$ cat config.mk
export PLATFORM = sky130hd
export DESIGN_NAME = serial_adder
export DESIGN_NICKNAME = d
export VERILOG_FILES = /design/src/rtl/serial_adder_pkg.sv /design/src/rtl/serial_adder_full_adder.sv /design/src/rtl/serial_adder.sv
export SDC_FILE = /design/constraint.sdc
export NUM_CORES = 1
export LEC_CHECK = 0
export BUFFER_PORTS_ARGS = -buffer_cell sky130_fd_sc_hd__buf_2
export CORE_MARGIN = 2
export CORE_UTILIZATION = 51
export DETAILED_ROUTE_END_ITERATION = 10
export GPL_ROUTABILITY_DRIVEN = 0
export GPL_TIMING_DRIVEN = 0
export PLACE_DENSITY_LB_ADDON = 0.15
export SYNTH_ARGS = -nofsm -noshare
export SYNTH_HDL_FRONTEND = slang
export SYNTH_SLANG_ARGS = --single-unit
export TNS_END_PERCENT = 100
$ cat constraint.sdc
create_clock -name clock -period 1.49 [get_ports clock]
set_input_delay 0.149 -clock clock [delete_from_list [all_inputs] [get_ports clock]]
set_output_delay 0.149 -clock clock [all_outputs]
set_load 0.02 [all_outputs]
$ cat src/rtl/serial_adder_pkg.sv
// Shared types for the bit-serial adder: FSM state encoding and counter sizing.
package serial_adder_pkg;

  typedef enum logic [1:0] {
    S_IDLE  = 2'd0,
    S_SHIFT = 2'd1,
    S_DONE  = 2'd2
  } state_t;

  // Bit-position counter width; never narrower than one bit.
  function automatic int count_width(input int width);
    return (width > 1) ? $clog2(width) : 1;
  endfunction

endpackage

$ cat src/rtl/serial_adder_full_adder.sv
// Single-bit full adder; port shape mirrors the subtractor bit cell.
module full_adder (
  output logic s,
  output logic cout,
  input  logic x,
  input  logic y,
  input  logic cin
);

  assign s    = x ^ y ^ cin;
  assign cout = (x & y) | (x & cin) | (y & cin);

endmodule

$ cat src/rtl/serial_adder.sv
// Bit-serial WIDTH-bit adder: operands captured on start, summed LSB-first
// through one full adder and a carry flop, result flagged by a done pulse.
module serial_adder
  import serial_adder_pkg::*;
#(
  parameter int WIDTH = 4
) (
  input  logic             clock,
  input  logic             reset,
  input  logic             start,
  input  logic [WIDTH-1:0] a,
  input  logic [WIDTH-1:0] b,
  input  logic             cin,
  output logic [WIDTH-1:0] sum,
  output logic             cout,
  output logic             busy,
  output logic             done
);

  localparam int CW = count_width(WIDTH);

  state_t           state, state_nx;
  logic [WIDTH-1:0] a_sh, b_sh, res;
  logic             carry;
  logic [CW-1:0]    count;
  logic             bit_s, bit_c;
  logic             last;

  full_adder u_fa (
    .s    (bit_s),
    .cout (bit_c),
    .x    (a_sh[0]),
    .y    (b_sh[0]),
    .cin  (carry)
  );

  assign last = (count == CW'(WIDTH - 1));

  always_comb begin
    state_nx = state;
    busy     = (state != S_IDLE);
    done     = 1'b0;
    case (state)
      S_IDLE:  if (start) state_nx = S_SHIFT;
      S_SHIFT: if (last)  state_nx = S_DONE;
      S_DONE: begin
        done     = 1'b1;
        state_nx = S_IDLE;
      end
      default: state_nx = S_IDLE;
    endcase
  end

  always_ff @(posedge clock) begin
    if (reset) state <= S_IDLE;
    else       state <= state_nx;
  end

  // The final bit is merged straight into sum so the result lands on the
  // same edge that leaves SHIFT, rather than one edge later via res.
  always_ff @(posedge clock) begin
    if (reset) begin
      a_sh  <= '0;
      b_sh  <= '0;
      res   <= '0;
      carry <= 1'b0;
      count <= '0;
      sum   <= '0;
      cout  <= 1'b0;
    end else begin
      case (state)
        S_IDLE: begin
          if (start) begin
            a_sh  <= a;
            b_sh  <= b;
            res   <= '0;
            carry <= cin;
            count <= '0;
          end
        end
        S_SHIFT: begin
          a_sh  <= a_sh >> 1;
          b_sh  <= b_sh >> 1;
          res   <= {bit_s, res[WIDTH-1:1]};
          carry <= bit_c;
          count <= count + CW'(1);
          if (last) begin
            sum  <= {bit_s, res[WIDTH-1:1]};
            cout <= bit_c;
          end
        end
        default: ;
      endcase
    end
  end

endmodule

==> results by group, run 1 <==
Finish
  • Storage element area: 420 um^2
  • Fin area: between 1000 and 1500 um^2
  • Share of post-route cells with drive strength above 1: 0.297
  • Layout Nets: 133
  • N_diodes: 0
  • Layout Cells excl Fill: 135
  • Syn-to-layout area delta: 15.5%
  • Layout fillers: 158
  • Multi-input combinational cell area: 404 um^2

STA
  • Tcrit/Tclk final: 0.914
  • Least-Margin Pin Slew: 0.507 ns
  • Layout Skew: 0.00551 ns
  • Fmax: 734 MHz
  • RSZ-0062 raised after global routing: false
  • Slew Limit Headroom: 0.662
  • Period minus WS final: 1.36 ns
  • Number of setup violations in the final report: 0
  • Setup TNS: 0 ns
  • Final hold vios: 0
  • Max Slew Vio Count: 0

Synth
  • Syn_nets: 110
  • Synthesis Warnings: 0
  • Number of synthesized flops with an enable pin: 0
  • Cell taking the most area after synthesis: dfxtp_1
  • Main synth FF type: dfxtp_1
  • Synth top area cells: dfxtp_1 47%, o221a_2 7.6%, a21oi_1 6.8%
  • Synth cell types: 22
  • #FFs+latches synth: 21
  • Syn Std Cell Area: approximately 890 um^2
  • Count leader, synth: dfxtp_1
  • Share of the synthesized area in the top cell type: 0.473
  • Asr flop ratio synth: 0
  • Synthesized netlist cell count: 96
  • Top cells by count, synth: 21 x dfxtp_1, 12 x a21oi_1, 11 x nor2_1
  • Register area share after synthesis: 0.473
  • Avg Cell Area, Syn: 9.27 um^2

Global routing
  • Initial antenna violation count: 0
  • Largest net degree at the start of global routing: 12
  • First-pass GRT wire length: 2710 um
  • GR Overflow Total: 0
  • GRT Total Usage: 0.176
  • Vias in the first global route: 627

Clock network
  • Cts hold-fix bufs: 0
  • Clock latency on the worst-skew pair: 0.30 ns
  • Clock tree buffer depth: 2
  • Clk pin slew, worst setup/hold paths: roughly 0.12 ns
  • Post-CTS setup buffers: 0
  • Clk sink count: 21
  • CTS tree: done
  • H-tree depth: 1
  • Num CTS Buffers: 3
  • CTS resizes: 0
  • Root Buffer: clkbuf_4

Setup path
  • CP endpoint kind: primary output
  • Crit path required time: about 1.3 ns
  • CP most frequent cell: buf_2
  • Worst-path cell chain: buf_2, inv_1, nor2_1, buf_2
  • Slowest Stage Delay on Critical Path: approximately 0.32 ns
  • Maximum fanout along the worst path: 10
  • Highest-delay cell along the critical path: dfxtp_1
  • CP Data Arrival Time: 1.21 ns
  • Delay-heaviest family, CP: buffers and inverters
  • Crit start category: flop
  • WS Path Type: flop to primary output
  • Worst path buffer plus inverter count: 3

Detailed routing
  • Initial drt markers: 9
  • Drt wl/cell: 12.1 um
  • Vias: 727
  • Via/cell ratio: roughly 5.4
  • DR DRC count: 0
  • Routed Antenna Nets: 0
  • First-pass DRT Iterations: 6
  • WL final: about 1600 um

Floorplan
  • Die width: 45.8 um
  • Initial Utilization: 0.527
  • Die area: 2090 um^2
  • Row count: 15
  • CORE AREA: 1690 um^2
  • Die H: 45.8 um
  • Num ports: 19

Flow run
  • Max-Cap Viols: 0

Placement
  • Cell total after placement: approximately 130
  • Placed inst area: 1000 um^2
  • Hpwl dp: 1190 um
  • Port bufs: 18

Power and ir drop
  • P_leak: between 0.4 and 0.5 nW
  • Pwr Density: 995 nW/um^2
  • Worst VDD drop: 0.436 mV

Worst hold path
  • Worst hold-check path type: input pin to flop

Status
  • Status: finished clean
-- per-layer routing --
metal	wire length (um)	global-route usage
met5	0	0
met4	16	0.0514
met3	76	0.0357
met2	693	0.259
met1	853	0.261
-- report_power, final --
part,switching (mW),internal [mW],total [mW]
combinational,0.0740,0.0678,0.142
clock,0.166,0.104,0.270
sequential,0.0202,0.590,0.610
-- worst paths after layout --
kind,start,end,slack (ns),cells past startpoint
setup / recovery,state[1]$_SDFFE_PP0P_,done,0.13,4
hold reg to reg,sum[1]$_SDFFE_PP0P_,sum[1]$_SDFFE_PP0P_,0.46,2
setup reg to reg,count[0]$_SDFFE_PP0P_,sum[0]$_SDFFE_PP0P_,0.25,4
hold / removal,a[3],a_sh[3]$_SDFFE_PP0P_,0.08,3
-- area by class of cell --
class,count,share of cell area
well taps,17,0.0207
multi-input cells,62,0.393
repair buffers,18,0.0877
inverters,8,0.0292
plain buffers,5,0.0341
flip-flops and latches,21,0.409
clock buffers,4,0.0256
-- cell families after synthesis --
group                      share of synthesized area
and+or+nand+nor                                0.166
buffers and inverters                         0.0731
DFF                                            0.473
adders and majority gates                     0.0366
AOI/OAI and AO/OA                              0.252
-- sequential cells by signal, summed over array words and instances, names as in the netlist --
name   count
a_sh       4
b_sh       4
sum        4
res        3
count      2
state      2
carry      1
cout       1
-- metrics by stage --
| step | hold WS [ns] | util | setup slack [ns] | total power, mW |
|---|---|---|---|---|
| after floorplan | 0.297 | - | 0.363 | 0.722 |
| after global placement | 0.385 | 0.593 | 0.282 | 0.762 |
| after detailed placement | 0.391 | 0.593 | 0.271 | 0.766 |
| after CTS | 0.0750 | 0.608 | 0.123 | 1.03 |
| after global routing | 0.0817 | 0.608 | 0.0225 | 1.07 |
| final | 0.0782 | 0.608 | 0.128 | 1.02 |
-- placed cells by master (no fill, tap or decap), types with 3 or more instances in the layout --
cell type | netlist | routed
o221a_2 | 6 | 6
inv_1 | 8 | 8
buf_2 | 1 | 19
nand2_1 | 6 | 6
dfxtp_1 | 21 | 21
a21oi_1 | 12 | 12
a22oi_1 | 6 | 6
nand3_1 | 6 | 6
nor2_1 | 11 | 11
clkbuf_1 | 2 | 3
clkbuf_4 | 0 | 3
-- worst min-delay path: stages --
cell,delay [ns]
buf_2,0.07
a22oi_1,0.05
nor2_1,0.07
Note: power is estimated with default switching activity, not from simulation.
==> run 2: changes to the inputs <==
--- a/config.mk
+++ b/config.mk
@@ -6,6 +6,7 @@
 export NUM_CORES = 1
 export LEC_CHECK = 0
 export BUFFER_PORTS_ARGS = -buffer_cell sky130_fd_sc_hd__buf_2
+export CORE_ASPECT_RATIO = 1.1
 export CORE_MARGIN = 2
 export CORE_UTILIZATION = 51
 export DETAILED_ROUTE_END_ITERATION = 10
==> constraint.sdc (replaced) <==
create_clock -name clock -period 1.37 [get_ports clock]
set_input_delay 0.137 -clock clock [delete_from_list [all_inputs] [get_ports clock]]
set_output_delay 0.137 -clock clock [all_outputs]
set_load 0.02 [all_outputs]
==> run 2 against run 1 <==
  * Combinational power grew 9.9%
  * Critical path depth stayed put
  * First-iteration DRC count up 78%
  * Sequential power increased by 8.7%
  * Flip-flop and latch count unchanged
==> results by group, run 2 (synthesized netlist as in run 1, its figures left out) <==
Setup path
  • Slowest Stage Delay on Critical Path: 0.32 ns (about the same)
  • CP Data Arrival Time: 1.13 ns (-0.08 ns)
  • Worst reg2reg startpoint: count[0]$_SDFFE_PP0P_
  • WS Path Type: flop to primary output
  • CP endpoint kind: primary output
  • Crit path required time: 1.23 ns (-0.11 ns)
  • Setup crit start: state[1]$_SDFFE_PP0P_
  • Crit start category: flop
  • Worst R2R Setup Slack: 0.14 ns (-0.11 ns)
  • Maximum fanout along the worst path: 10 (unchanged)
  • Highest-delay cell along the critical path: dfxtp_1
  • R2R cell count: 4 (unchanged)
  • Worst-path cell chain: buf_4, inv_1, nor2_1, buf_2
  • Reg-to-Reg End: sum[2]$_SDFFE_PP0P_

Finish
  • Top flop regs: a_sh (4), b_sh (4), sum (4)
  • Multi-input combinational cell area: 404 um^2 (unchanged)
  • Fin area: 1030 um^2 (+0.24%)
  • Layout fillers: 143 (-9.5%)
  • Storage element area: 420 um^2 (unchanged)
  • Syn-to-layout area delta: 15.8%
  • N_diodes: 0 (unchanged)
  • Commonest cells after routing, fill and taps aside: 21 x dfxtp_1, 18 x buf_2, 12 x a21oi_1
  • Most common cell after layout, fill and taps aside: dfxtp_1
  • Share of post-route cells with drive strength above 1: 0.297 (unchanged)
  • Layout Cells excl Fill: 135 (unchanged)
  • Layout Nets: 133 (unchanged)

Global routing
  • Largest net degree at the start of global routing: 12 (unchanged)
  • GRT Total Usage: 0.179 (+0.00243)
  • Vias in the first global route: 637 (+1.6%)
  • First-pass GRT wire length: 2660 um (-2.0%)
  • GR Overflow Total: 0 (unchanged)
  • Initial antenna violation count: 0 (unchanged)

Worst hold path
  • Worst hold-check path type: input pin to flop
  • Worst Min Path Start: b[3]
  • Worst Hold Path Cells: 3 (unchanged)
  • Hold EP: b_sh[3]$_SDFFE_PP0P_

Power and ir drop
  • Net Switching: 0.283 mW (+8.5%)
  • Pwr Density: 1080 nW/um^2 (+8.5%)
  • Combinational share of power: 0.141 (+0.002)
  • Pwr Total: 1.11 mW (+8.8%)
  • P_leak: 0.437 nW (about the same)
  • Internal power: 0.830 mW (+8.9%)
  • Worst VDD drop: 0.619 mV (+42%)
  • Sequential Power Share: 0.597 (about the same)
  • Switching Share: 0.254 (-0.000784)
  • Clock Power Share: 0.263 (-0.002)

STA
  • Least-Margin Pin Slew: 0.471 ns (-0.0358 ns)
  • Slew Limit Headroom: 0.686 (+0.0239)
  • Hold Slack: 0.0617 ns (-0.0164 ns)
  • RSZ-0062 raised after global routing: false
  • Max Slew Vio Count: 0 (unchanged)
  • Fmax: 789 MHz
  • Tcrit/Tclk final: 0.925
  • Setup TNS: 0 ns (unchanged)
  • Final hold vios: 0 (unchanged)
  • Period minus WS final: 1.27 ns
  • Number of setup violations in the final report: 0 (unchanged)
  • Layout Skew: 0.00376 ns (-0.00175 ns)

Detailed routing
  • Initial drt markers: 16 (+7)
  • First-pass DRT Iterations: 4 (-2)
  • Via/cell ratio: 5.53 (+2.6%)
  • Drt wl/cell: 12.3 um (+1.4%)
  • Routed Antenna Nets: 0 (unchanged)
  • DR DRC count: 0 (unchanged)
  • WL final: 1660 um (+1.4%)
  • Vias: 746 (+2.6%)

Clock network
  • CTS tree: done
  • Root Buffer: clkbuf_4
  • Clock latency on the worst-skew pair: 0.30 ns (about the same)
  • Clock tree buffer depth: 2 (unchanged)
  • Post-CTS setup buffers: 0 (unchanged)
  • Clk sink count: 21 (unchanged)
  • Num CTS Buffers: 3 (unchanged)
  • Clk pin slew, worst setup/hold paths: 0.11 ns (about the same)
  • H-tree depth: 1 (unchanged)

Floorplan
  • Die width: 43.8 um (-4.2%)
  • Num ports: 19 (unchanged)
  • Row count: 15 (unchanged)
  • Initial Utilization: 0.558 (+0.0310)
  • Die H: 47.8 um (+4.5%)
  • CORE AREA: 1600 um^2 (-5.6%)
  • Die area: 2090 um^2 (about the same)

Placement
  • Cell total after placement: 131 (unchanged)
  • Placed inst area: 1000 um^2 (unchanged)
  • Port bufs: 18 (unchanged)
  • Hpwl dp: 1260 um (+5.3%)

Flow run
  • Max-Cap Viols: 0 (unchanged)

Status
  • Status: finished clean
[run 2: cell types whose count changed in the layout (fill, tap and decap cells not counted)]
cell	previous run	this run
buf_4	0	1
buf_2	19	18
[run 2: critical path: cells and delay by family, from the launching register on]
family | cells | cell delay (ns)
flops | 1 | 0.32
buf+inv | 3 | 0.41
simple gates | 1 | 0.09
[run 2: how the worst max path moves through the flow]
stage | to | slack, ns | cells after the start
final | done | 0.10 | 4
after global routing | sum[3]$_SDFFE_PP0P_ | 0.008 | 4
after CTS | done | 0.02 | 4
after detailed placement | res[3]$_SDFFE_PP0P_ | 0.16 | 3
after global placement | sum[0]$_SDFFE_PP0P_ | 0.17 | 4
after floorplan | res[3]$_SDFFE_PP0P_ | 0.24 | 3
[run 2: repair_timing]
action,CTS,global route
resized for setup,0,2
setup endpoints to repair,0,2
hold buffers,0,0
[run 2: power groups by stage]
stage / Sequential [mW] / Clock [mW] / Combinational (mW)
floorplan: 0.672 / 0 / 0.113
global placement: 0.677 / 0 / 0.150
detailed placement: 0.677 / 0 / 0.156
CTS: 0.664 / 0.303 / 0.157
global route: 0.668 / 0.325 / 0.175
finish: 0.663 / 0.292 / 0.156
[run 2: stage by stage]
step                setup slack, ns  utilization
floorplan                     0.243            -
global placement              0.173        0.627
detailed placement            0.162        0.627
CTS                          0.0159        0.644
global route                0.00794        0.645
finish                        0.102        0.645
[run 2: routing by layer]
metal  GRT usage  wire length, um
met3      0.0340               51
met1       0.215              761
met2       0.300              809
met4       0.109               40
met5           0                0
[run 2: layout make-up]
class                      instances  share of cell area
inverter                           8              0.0292
buffer                             5              0.0365
sequential                        21               0.408
clock buffer                       4              0.0255
tap                               17              0.0207
timing repair buffer              18              0.0875
multi-input combinational         62               0.392
